### config.mk
export PLATFORM = sky130hd
export DESIGN_NAME = obuf_drain_flat
export DESIGN_NICKNAME = d
export VERILOG_FILES = /design/src/rtl/obuf_pkg.sv /design/src/rtl/obuf_drain_if.sv /design/src/rtl/obuf_col_fifo.sv /design/src/rtl/obuf_drain.sv /design/src/flat_wrapper.sv
export SDC_FILE = /design/constraint.sdc
export NUM_CORES = 1
export LEC_CHECK = 0
export ABC_CLOCK_PERIOD_IN_PS = 6300
export CORE_UTILIZATION = 45
export DETAILED_ROUTE_END_ITERATION = 16
export GPL_ROUTABILITY_DRIVEN = 0
export PLACE_DENSITY = 0.73
export SYNTH_ARGS = -nofsm -noshare
export SYNTH_HDL_FRONTEND = slang
export SYNTH_HIERARCHICAL = 1
export SYNTH_SLANG_ARGS = --single-unit
### constraint.sdc
create_clock -name clk -period 6.3 [get_ports clk]
set_clock_uncertainty 0.2 [all_clocks]
set_input_delay 0.63 -clock clk [delete_from_list [all_inputs] [get_ports clk]]
set_output_delay 0.63 -clock clk [all_outputs]
set_load 0.01 [all_outputs]
### src/rtl/obuf_pkg.sv
// Shared defaults, element/row types and the FIFO count-width helper for the output buffer.
package obuf_pkg;

   localparam int DEF_ARRAY_SIZE = 4;
   localparam int DEF_DATA_W     = 32;

   typedef logic [DEF_DATA_W-1:0] elem_t;
   typedef elem_t [DEF_ARRAY_SIZE-1:0] row_t;

   // Count must represent 0..DEPTH inclusive, hence one bit more than the pointers.
   function automatic int cnt_w(input int depth);
      return $clog2(depth) + 1;
   endfunction

endpackage

### src/rtl/obuf_drain_if.sv
// Column-result input and row-stream output bundle of the output buffer.
interface obuf_drain_if #(
   parameter int ARRAY_SIZE = obuf_pkg::DEF_ARRAY_SIZE,
   parameter int DATA_W     = obuf_pkg::DEF_DATA_W
);
   logic [ARRAY_SIZE-1:0]             col_valid_in;
   logic [ARRAY_SIZE-1:0][DATA_W-1:0] col_data_in;
   logic                              row_valid_out;
   logic                              row_ready_in;
   logic [ARRAY_SIZE-1:0][DATA_W-1:0] row_data_out;
   logic                              row_last_out;
   logic                              stall_out;
   logic                              overflow_err;

   modport master (
      output col_valid_in, col_data_in, row_ready_in,
      input  row_valid_out, row_data_out, row_last_out, stall_out, overflow_err
   );

   modport slave (
      input  col_valid_in, col_data_in, row_ready_in,
      output row_valid_out, row_data_out, row_last_out, stall_out, overflow_err
   );
endinterface

### src/rtl/obuf_col_fifo.sv
// Single-column synchronous FIFO; head entry is readable in the same cycle it is popped.
module obuf_col_fifo
   import obuf_pkg::*;
#(
   parameter int DATA_W = DEF_DATA_W,
   parameter int DEPTH  = 8,
   parameter int CW     = cnt_w(DEPTH)
) (
   input  logic              clk,
   input  logic              srst,
   input  logic              push,
   input  logic              pop,
   input  logic [DATA_W-1:0] din,
   output logic [DATA_W-1:0] dout,
   output logic              full,
   output logic              empty,
   output logic [CW-1:0]     count
);
   localparam int AW = $clog2(DEPTH);

   logic [DATA_W-1:0] mem [DEPTH];
   logic [AW-1:0]     wr_ptr_reg;
   logic [AW-1:0]     rd_ptr_reg;
   logic [CW-1:0]     count_reg;
   logic              wr_en;
   logic              rd_en;

   assign full  = (count_reg == CW'(DEPTH));
   assign empty = (count_reg == '0);
   assign count = count_reg;
   assign dout  = mem[rd_ptr_reg];

   // A full FIFO still takes a push when the head leaves in the same cycle.
   assign rd_en = pop && !empty;
   assign wr_en = push && (!full || rd_en);

   always_ff @(posedge clk) begin
      if (wr_en) begin
         mem[wr_ptr_reg] <= din;
      end
   end

   always_ff @(posedge clk) begin
      if (srst) begin
         wr_ptr_reg <= '0;
         rd_ptr_reg <= '0;
         count_reg  <= '0;
      end else begin
         if (wr_en) begin
            wr_ptr_reg <= wr_ptr_reg + 1'b1;
         end
         if (rd_en) begin
            rd_ptr_reg <= rd_ptr_reg + 1'b1;
         end
         case ({wr_en, rd_en})
            2'b10:   count_reg <= count_reg + 1'b1;
            2'b01:   count_reg <= count_reg - 1'b1;
            default: count_reg <= count_reg;
         endcase
      end
   end

endmodule

### src/rtl/obuf_drain.sv
// Output buffer: realigns skewed column results into rows on a valid/ready stream.
// Build option OBUF_ZERO_SKIP_EN drops all-zero rows except the last row of each tile.
module obuf_drain
   import obuf_pkg::*;
#(
   parameter int ARRAY_SIZE = DEF_ARRAY_SIZE,
   parameter int DATA_W     = DEF_DATA_W,
   parameter int DEPTH      = 8
) (
   input logic         clk,
   input logic         RST,
   obuf_drain_if.slave bus
);
   localparam int              CW        = cnt_w(DEPTH);
   localparam int              RW        = (ARRAY_SIZE > 1) ? $clog2(ARRAY_SIZE) : 1;
   localparam logic [RW-1:0]   LAST_IDX  = RW'(ARRAY_SIZE - 1);
   localparam logic [CW-1:0]   STALL_LVL = CW'(DEPTH - ARRAY_SIZE);

   logic [ARRAY_SIZE-1:0][DATA_W-1:0] head;
   logic [ARRAY_SIZE-1:0]             empty;
   logic [ARRAY_SIZE-1:0]             full;
   logic [ARRAY_SIZE-1:0]             busy;
   logic [CW-1:0]                     cnt [ARRAY_SIZE];
   logic                              form;
   logic                              skip;
   logic                              load;
   logic                              xfer;

   logic                              row_valid_reg;
   logic                              row_last_reg;
   logic                              overflow_reg;
   logic [ARRAY_SIZE-1:0][DATA_W-1:0] row_data_reg;
   logic [RW-1:0]                     row_idx_reg;

   genvar gi;
   generate
      for (gi = 0; gi < ARRAY_SIZE; gi++) begin : g_col
         obuf_col_fifo #(
            .DATA_W (DATA_W),
            .DEPTH  (DEPTH)
         ) u_fifo (
            .clk   (clk),
            .srst  (RST),
            .push  (bus.col_valid_in[gi]),
            .pop   (form),
            .din   (bus.col_data_in[gi]),
            .dout  (head[gi]),
            .full  (full[gi]),
            .empty (empty[gi]),
            .count (cnt[gi])
         );
         // Fewer than ARRAY_SIZE free slots cannot absorb the in-flight skew.
         assign busy[gi] = (cnt[gi] > STALL_LVL);
      end
   endgenerate

   assign xfer = row_valid_reg && bus.row_ready_in;
   assign form = (~|empty) && (!row_valid_reg || bus.row_ready_in);

`ifdef OBUF_ZERO_SKIP_EN
   assign skip = (head == '0) && (row_idx_reg != LAST_IDX);
`else
   assign skip = 1'b0;
`endif

   assign load = form && !skip;

   always_ff @(posedge clk) begin
      if (RST) begin
         row_valid_reg <= 1'b0;
         row_last_reg  <= 1'b0;
         row_data_reg  <= '0;
         row_idx_reg   <= '0;
         overflow_reg  <= 1'b0;
      end else begin
         if (form) begin
            row_idx_reg <= (row_idx_reg == LAST_IDX) ? '0 : row_idx_reg + 1'b1;
         end
         if (load) begin
            row_valid_reg <= 1'b1;
            row_data_reg  <= head;
            row_last_reg  <= (row_idx_reg == LAST_IDX);
         end else if (xfer) begin
            row_valid_reg <= 1'b0;
         end
         overflow_reg <= overflow_reg | (|(bus.col_valid_in & full & ~{ARRAY_SIZE{form}}));
      end
   end

   assign bus.row_valid_out = row_valid_reg;
   assign bus.row_data_out  = row_data_reg;
   assign bus.row_last_out  = row_last_reg;
   assign bus.stall_out     = |busy;
   assign bus.overflow_err  = overflow_reg;

endmodule
### src/flat_wrapper.sv
// flat-port wrapper written by rule: the top's interface ports become plain ports
module obuf_drain_flat import obuf_pkg::*;
#(
   parameter int ARRAY_SIZE = DEF_ARRAY_SIZE,
   parameter int DATA_W     = DEF_DATA_W,
   parameter int DEPTH      = 8
)
  (clk, RST, bus_col_valid_in, bus_col_data_in, bus_row_ready_in, bus_row_valid_out, bus_row_data_out, bus_row_last_out, bus_stall_out, bus_overflow_err);
  obuf_drain_if #(.ARRAY_SIZE(ARRAY_SIZE), .DATA_W(DATA_W)) bus_i ();
  input logic clk;
  input logic RST;
  input wire logic [$bits(bus_i.col_valid_in)-1:0] bus_col_valid_in;
  input wire logic [$bits(bus_i.col_data_in)-1:0] bus_col_data_in;
  input wire logic [$bits(bus_i.row_ready_in)-1:0] bus_row_ready_in;
  output wire logic [$bits(bus_i.row_valid_out)-1:0] bus_row_valid_out;
  output wire logic [$bits(bus_i.row_data_out)-1:0] bus_row_data_out;
  output wire logic [$bits(bus_i.row_last_out)-1:0] bus_row_last_out;
  output wire logic [$bits(bus_i.stall_out)-1:0] bus_stall_out;
  output wire logic [$bits(bus_i.overflow_err)-1:0] bus_overflow_err;
  assign bus_i.col_valid_in = bus_col_valid_in;
  assign bus_i.col_data_in = bus_col_data_in;
  assign bus_i.row_ready_in = bus_row_ready_in;
  assign bus_row_valid_out = bus_i.row_valid_out;
  assign bus_row_data_out = bus_i.row_data_out;
  assign bus_row_last_out = bus_i.row_last_out;
  assign bus_stall_out = bus_i.stall_out;
  assign bus_overflow_err = bus_i.overflow_err;
  obuf_drain #(.ARRAY_SIZE(ARRAY_SIZE), .DATA_W(DATA_W), .DEPTH(DEPTH)) u_core (.clk(clk), .RST(RST), .bus(bus_i));
endmodule
==> results.md, run 1 <==
* Startpoint types: flop
* CP Max Fanout at 66
* Post-layout nets at between 2000 and 3000
* Synth cell count leaders: edfxtp_1, dfxtp_1, mux4_1
* EDFF count, synth at roughly 1000
* Share of layout cells above drive strength 1 at 18.0%
* Hold wc startpoint: u_core/bus.row_data_out[41]
* Number of setup buffers added after CTS at 0
* Setup CP Type: reg -> reg
* Port-buffer cells at approximately 270
* Die height at 325 microns
* Hold depth at 2
* Drt pass-1 iters at 5
* DP HPWL at 57600 microns
* Area of the multi-input gates at 0.0120 sq mm
* PD cells at 307 mW/mm^2
* Deepest clock path buffer count at 3
* Clock Pin Slew Worst Setup and Hold Paths at approximately 0.060 ns
* Number of global-route vias before repair at ~25000
* Setup TNS at 0 ns
* CTS Hold Bufs at 0
* Count of cell types in the netlist at 44
* Syn_nets at between 2000 and 3000
* Hold Fails Final Rpt at 0
* Final Core Density at 53.0%
* Register area at 0.0345 sq mm
* # IOs at 267
* Max cap viols at 0
* Tcrit/Tclk final at ~80%
* Total GRT Usage at 18.9%
* Clock sinks at 1209
* Yosys warns at 6
* Layout overhead on the synthesized area at 16.8%
* Critical path capture point type: flop
* H-tree depth at 3
* R2r setup slk at 1.34 ns
* GRT Residual Overflow at 0
* Residual DRC at 0
* Area leader, netlist: edfxtp_1
* Crit path time final at 4.96 ns
* Max FFs per register at 1024
* CP max stage cell: or4_4
* Die area at between 0.1 and 0.15 sq mm
* Synth area leaders: edfxtp_1, mux4_1, dfxtp_1
* Cts repair resizes at 0
* Initial Utilization at approximately 45%
* Initial drt markers at 1657
* FMAX at 0.201 GHz
* Critical Path RT at 6.69 ns
* Type of the tightest min-delay check: reg -> reg
* Sequential element share of the synthesized area at about three quarters
* Worst VDD drop at 0.000215 V
* Ys async rst share at 0%
* Lkg Pwr at roughly 17 nW
* Synthesized area per cell at slightly below 20 sq um
* Min Hold Slack at 0.274 ns
* Clk root buf: clkbuf_16
* FF-to-FF End: u_core/g_col[0].u_fifo/count[3]
* Worst-Margin Slew at 1.19 ns
* Most frequent cell after synthesis: edfxtp_1
* Pin count of the biggest net entering global routing at 121
* Final ANT Viol Nets at 0
* RR Startpoint: u_core/g_col[1].u_fifo/count[1]
* Max Slew Vio Count at 0
* Critical Path Max Stage Delay at 0.89 ns
* Cell area after synthesis at between 0.04 and 0.05 sq mm
* Unrepaired setup endpoints after global routing: false
* Vias at 23700
* CTS tree: done
* Fillcell total at between 7000 and 8000
* Initial antenna violation count at 17
* Worst-path cell chain: or3_1 -> nor2_1 -> or4_4 -> nor2_2 -> o21ai_2 -> or2_2 -> inv_1 -> ha_1 -> a21oi_1 -> nor4bb_1 -> o21bai_1 -> a31oi_1
* Worst setup path startpoint: u_core/g_col[1].u_fifo/count[1]
* CP arrival at 5.36 ns
* R2R cell count at 12
* Seq cells post-synth at 1209
* First-pass GRT wire length at 153000 microns
* Die width at 325 microns
* Final setup viols at 0
* Drt via density at ~5.7
* Row Count at 118
* Drt wl/cell at 24.0 microns
* Relative slew slack at about a fifth
* Core Area at 0.104 sq mm
* Status: complete, no violations
* Worst hold endpoint: u_core/bus.row_data_out[41]
* Clk Latency, worst-skew pair at around 0.70 ns
* Most used DFF post-synth: edfxtp_1
* Synth Instances at 2431
* Routed WL at around 100000 microns
* Post-synth top area share at 65.3%
* Total CTS buffers at approximately 120
## report_power, final
| group | total [mW] | internal, mW | leakage, nW | switching, mW |
|---|---|---|---|---|
| Clock | 6.87 | 3.94 | 1.85 | 2.93 |
| Combinational | 0.963 | 0.411 | 4.58 | 0.551 |
| Sequential | 9.02 | 8.92 | 10.8 | 0.0994 |
| Total | 16.9 | 13.3 | 17.2 | 3.58 |
## cells by family after synthesis
kind of cell	after synthesis	share of synthesized area [%]
XOR/XNOR	28	0.521
buffers and inverters	174	1.92
adder cells (fa/ha/maj)	21	0.622
AND/OR/NAND/NOR	282	3.03
flip-flops	1209	73.2
multiplexers	396	16.8
AO/OA/AOI/OAI	321	3.87
## worst max-delay path, delay by kind of cell (launching register included)
family | cells | cell delay (ns)
DFF | 1 | 0.47
AOI/OAI and AO/OA | 4 | 0.87
adders and majority gates | 1 | 0.27
and+or+nand+nor | 6 | 2.95
buffers and inverters | 1 | 0.10
## metrics by stage
stage | power [mW] | cells | worst slack [ns] | instance area [sq um]
global placement | 10.1 | 3951 | 1.57 | 51200
floorplan | 9.71 | 2431 | 0.223 | 47100
CTS | 17.0 | 4169 | 1.41 | 55000
global route | 17.4 | 4172 | 1.06 | 55000
detailed placement | 10.2 | 3951 | 1.42 | 51200
finish | 16.9 | 4173 | 1.34 | 55000
## per-layer routing
layer  global-route usage, %  up-vias  wire length, microns
met4                    5.62       22                  2110
met5                       0        -                   155
li1                        -    10500                     -
met1                    24.0    12300                 40600
met2                    32.8      647                 51700
met3                    3.93      171                  5770
## cell type report
cell class	instances	area share (%)
Multi-Input combinational cell	1048	21.8
Antenna cell	4	0.0182
Inverter	12	0.0819
Timing Repair Buffer	302	5.36
Sequential cell	1209	62.7
Clock buffer	156	5.83
Clock inverter	62	1.11
Tap cell	1380	3.14
## how the worst max path moves through the flow
stage	endpoint	slack, ns	depth (start not counted)
3_3_place_gp	u_core/g_col[3].u_fifo/mem[5][19]	1.57	7
6_report	u_core/g_col[0].u_fifo/count[3]	1.34	12
2_1_floorplan	u_core/g_col[0].u_fifo/mem[4][0]	0.22	11
3_5_place_dp	u_core/g_col[2].u_fifo/mem[5][15]	1.42	7
5_1_grt	u_core/g_col[3].u_fifo/count[3]	1.06	13
4_1_cts	u_core/g_col[3].u_fifo/mem[7][15]	1.41	7
## cells in the final DEF, fill, tap and decap left out, types with 9 or more instances in the layout
cell type / netlist / routed
clkbuf_16: 0 / 117
nor2_1: 61 / 48
clkinv_2: 0 / 20
inv_1: 12 / 12
clkdlybuf4s50_1: 0 / 265
clkinv_1: 0 / 16
ha_1: 17 / 17
xnor2_1: 12 / 12
bufinv_16: 0 / 9
nor3_2: 0 / 16
mux4_2: 96 / 96
mux2_2: 128 / 128
o21ai_0: 135 / 135
xor2_1: 16 / 16
mux2i_1: 12 / 12
mux4_1: 160 / 160
edfxtp_1: 1024 / 1024
buf_4: 0 / 35
dfxtp_1: 185 / 173
clkbuf_8: 0 / 13
clkbuf_1: 84 / 26
a21oi_1: 140 / 140
nor2_4: 0 / 12
o211ai_1: 12 / 12
nand2b_1: 17 / 16
nand3_1: 139 / 139
(Power assumes the default switching activity.)
==> run 2: changes to the inputs <==
Settings changed: ABC_CLOCK_PERIOD_IN_PS 6300 to 4980, PLACE_DENSITY 0.73 to 0.71.
Clock period 6.3 ns to 4.98 ns, I/O delays scaled along.
==> run 2 against run 1 <==
  * Power is 27% higher
  * Count of clock-buffer cells in the layout grew 5
  * Sequential cell count unchanged
  * Via count is 0.52% higher
  * Utilization grew 0.32 points
  * Final area increased by 0.60%
  * Combinational power increased by 26%
  * Setup slack worse by 0.64 ns
  * Cell count grew 0.50%
  * Worst hold slack lost 0.16 ns
  * Global-route usage up 0.18 points
  * Register-to-register slack worse by 0.64 ns
  * Critical endpoint is now u_core/g_col[2].u_fifo/mem[7][18]
  * Largest power group unchanged
  * Highest routed layer unchanged
==> results.md, run 2 (same netlist as run 1, synthesis figures left out) <==
* Status: complete, no violations
* CP Max Fanout at 32 (-52%)
* Row Count at 118 (unchanged)
* Commonest cells after routing, fill and taps aside: edfxtp_1, clkdlybuf4s50_1, dfxtp_1
* R2R cell count at 9 (-3)
* Leading cell type in the layout, fill and taps excluded: edfxtp_1
* Clock sinks at 1209 (unchanged)
* H-tree depth at 3 (unchanged)
* Port-buffer cells at 266 (unchanged)
* Clock Pin Slew Worst Setup and Hold Paths at 0.06 ns (about the same)
* RR Startpoint: u_core/g_col[1].u_fifo/count[1]
* Crit path time final at 4.28 ns (-0.679 ns)
* Worst VDD drop at 0.000273 V (+27%)
* Max cap viols at 0 (unchanged)
* Initial antenna violation count at 12 (-5)
* Vias at 23800 (+0.52%)
* Type of the tightest min-delay check: in -> reg
* Initial drt markers at 1595 (-3.7%)
* Post-layout nets at 2861 (+0.53%)
* Residual DRC at 0 (unchanged)
* Hold Fails Final Rpt at 0 (unchanged)
* Critical Path RT at 5.18 ns (-1.51 ns)
* # IOs at 267 (unchanged)
* Number of global-route vias before repair at 25100 (-0.47%)
* Relative slew slack at 17.1% (-3.4 points)
* Die width at 325 microns (unchanged)
* Worst-path cell chain: or3_1 -> nor2_1 -> or4_4 -> nor2_2 -> buf_4 -> nand2b_1 -> o211ai_1 -> nor2_4 -> buf_12
* Critical path capture point type: flop
* Total power at 21.4 mW (+27%)
* Max FFs per register at 1024 (unchanged)
* Core Area at 0.104 sq mm (unchanged)
* Setup CP Type: reg -> reg
* Pre-CTS setup slack at 0.755 ns (-0.667 ns)
* Worst setup path startpoint: u_core/g_col[1].u_fifo/count[1]
* FF-to-FF End: u_core/g_col[2].u_fifo/mem[7][18]
* Startpoint types: flop
* Number of setup buffers added after CTS at 0 (unchanged)
* Share of layout cells above drive strength 1 at 18.2% (+0.22 points)
* Drt via density at 5.67 (about the same)
* Final setup viols at 0 (unchanged)
* Drt pass-1 iters at 5 (unchanged)
* DP HPWL at 58400 microns (+1.4%)
* CP arrival at 4.49 ns (-0.87 ns)
* Total GRT Usage at 19.1% (+0.18 points)
* Pin count of the biggest net entering global routing at 106 (-12%)
* Die height at 325 microns (unchanged)
* Deepest clock path buffer count at 3 (unchanged)
* Total CTS buffers at 118 (+0.85%)
* Routed WL at 101000 microns (+0.86%)
* R2r setup slk at 0.70 ns (-0.64 ns)
* CP max stage cell: or4_4
* Clk Latency, worst-skew pair at 0.70 ns (about the same)
* Final ANT Viol Nets at 0 (unchanged)
* Max Slew Vio Count at 0 (unchanged)
* Die area at 0.106 sq mm (unchanged)
* Layout overhead on the synthesized area at 17.5%
* GRT Residual Overflow at 0 (unchanged)
* Worst-Margin Slew at 1.24 ns (+0.0515 ns)
* Initial Utilization at 45.4% (unchanged)
* Unrepaired setup endpoints after global routing: false
* Critical Path Max Stage Delay at 0.76 ns (-0.13 ns)
* Setup ws final at 0.696 ns (-0.641 ns)
* CTS tree: done
* PD cells at 387 mW/mm^2 (+26%)
* Fillcell total at 7926 (+0.20%)
* Lkg Pwr at 17.3 nW (+0.44%)
* First-pass GRT wire length at 154000 microns (+0.67%)
* Tcrit/Tclk final at 86.0% (+7.2 points)
* Crit path to: u_core/g_col[2].u_fifo/mem[7][18]
* FMAX at 0.233 GHz (+16%)
* Drt wl/cell at 24.1 microns (+0.36%)
* Clk root buf: clkbuf_16
* Cts repair resizes at 0 (unchanged)
* CTS Hold Bufs at 0 (unchanged)
-- run 2: changes by cell type in the layout (fill, tap and decap cells not counted), moves of 4 or more --
cell	change
buf_12	+5
buf_4	+9
clkbuf_1	+8
clkbuf_8	-5
clkinv_4	+4
nor3_2	-16
nor3_4	+16
-- run 2: metal layers --
layer | share of wire [%] | global-route usage (%) | up-vias | wire [microns]
met3 | 5.5 | 3.55 | 136 | 5550
met5 | 0.088 | 0 | - | 89
li1 | - | - | 10500 | -
met1 | 41 | 24.6 | 12500 | 41600
met4 | 1.7 | 5.35 | 14 | 1720
met2 | 52 | 33.2 | 642 | 52200
-- run 2: where the power goes --
group          leakage [nW]  switching [mW]  internal [mW]
registers              10.8           0.145           11.3
clock network          1.88            3.73           5.06
logic                  4.62           0.684          0.522
total                  17.3            4.56           16.9
-- run 2: worst max-delay path: cells and delay by family, from the launching register on --
family | cells | cell delay (ns)
buffers and inverters | 2 | 0.58
AO/OA/AOI/OAI | 1 | 0.36
AND/OR/NAND/NOR | 6 | 2.33
flip-flops | 1 | 0.47
-- run 2: worst min path at each step --
stage | startpoint | depth (start not counted) | to | slack, ns
after floorplan | u_core/row_idx_reg[1] | 2 | u_core/row_idx_reg[1] | 0.26
after global placement | u_core/bus.row_data_out[45] | 2 | u_core/bus.row_data_out[45] | 0.26
after detailed placement | u_core/bus.row_data_out[39] | 2 | u_core/bus.row_data_out[39] | 0.27
after CTS | RST | 2 | u_core/g_col[0].u_fifo/rd_ptr_reg[0] | 0.08
after global routing | RST | 2 | u_core/g_col[0].u_fifo/rd_ptr_reg[0] | 0.12
final | RST | 2 | u_core/bus.row_data_out[29] | 0.11
-- run 2: final cells by class --
class / count / area, sq um / area share [%]
clock inverters: 64 / 658 / 1.19
inverters: 12 / 45.0 / 0.0814
flip-flops and latches: 1209 / 34500 / 62.3
clock buffers: 161 / 3220 / 5.81
multi-input cells: 1048 / 12100 / 21.8
well taps: 1380 / 1730 / 3.12
repair buffers: 316 / 3110 / 5.63
diodes: 4 / 10.0 / 0.0181
-- run 2: stage by stage --
stage	instances	TNS, ns	instance area, sq um	utilization, %	hold WS [ns]
global route	4193	0	55300	53.4	0.124
global placement	3965	0	51400	49.6	0.262
finish	4194	0	55300	53.4	0.112
CTS	4190	0	55300	53.4	0.0758
floorplan	2431	-148.94	47200	-	0.258
detailed placement	3965	0	51400	49.6	0.267
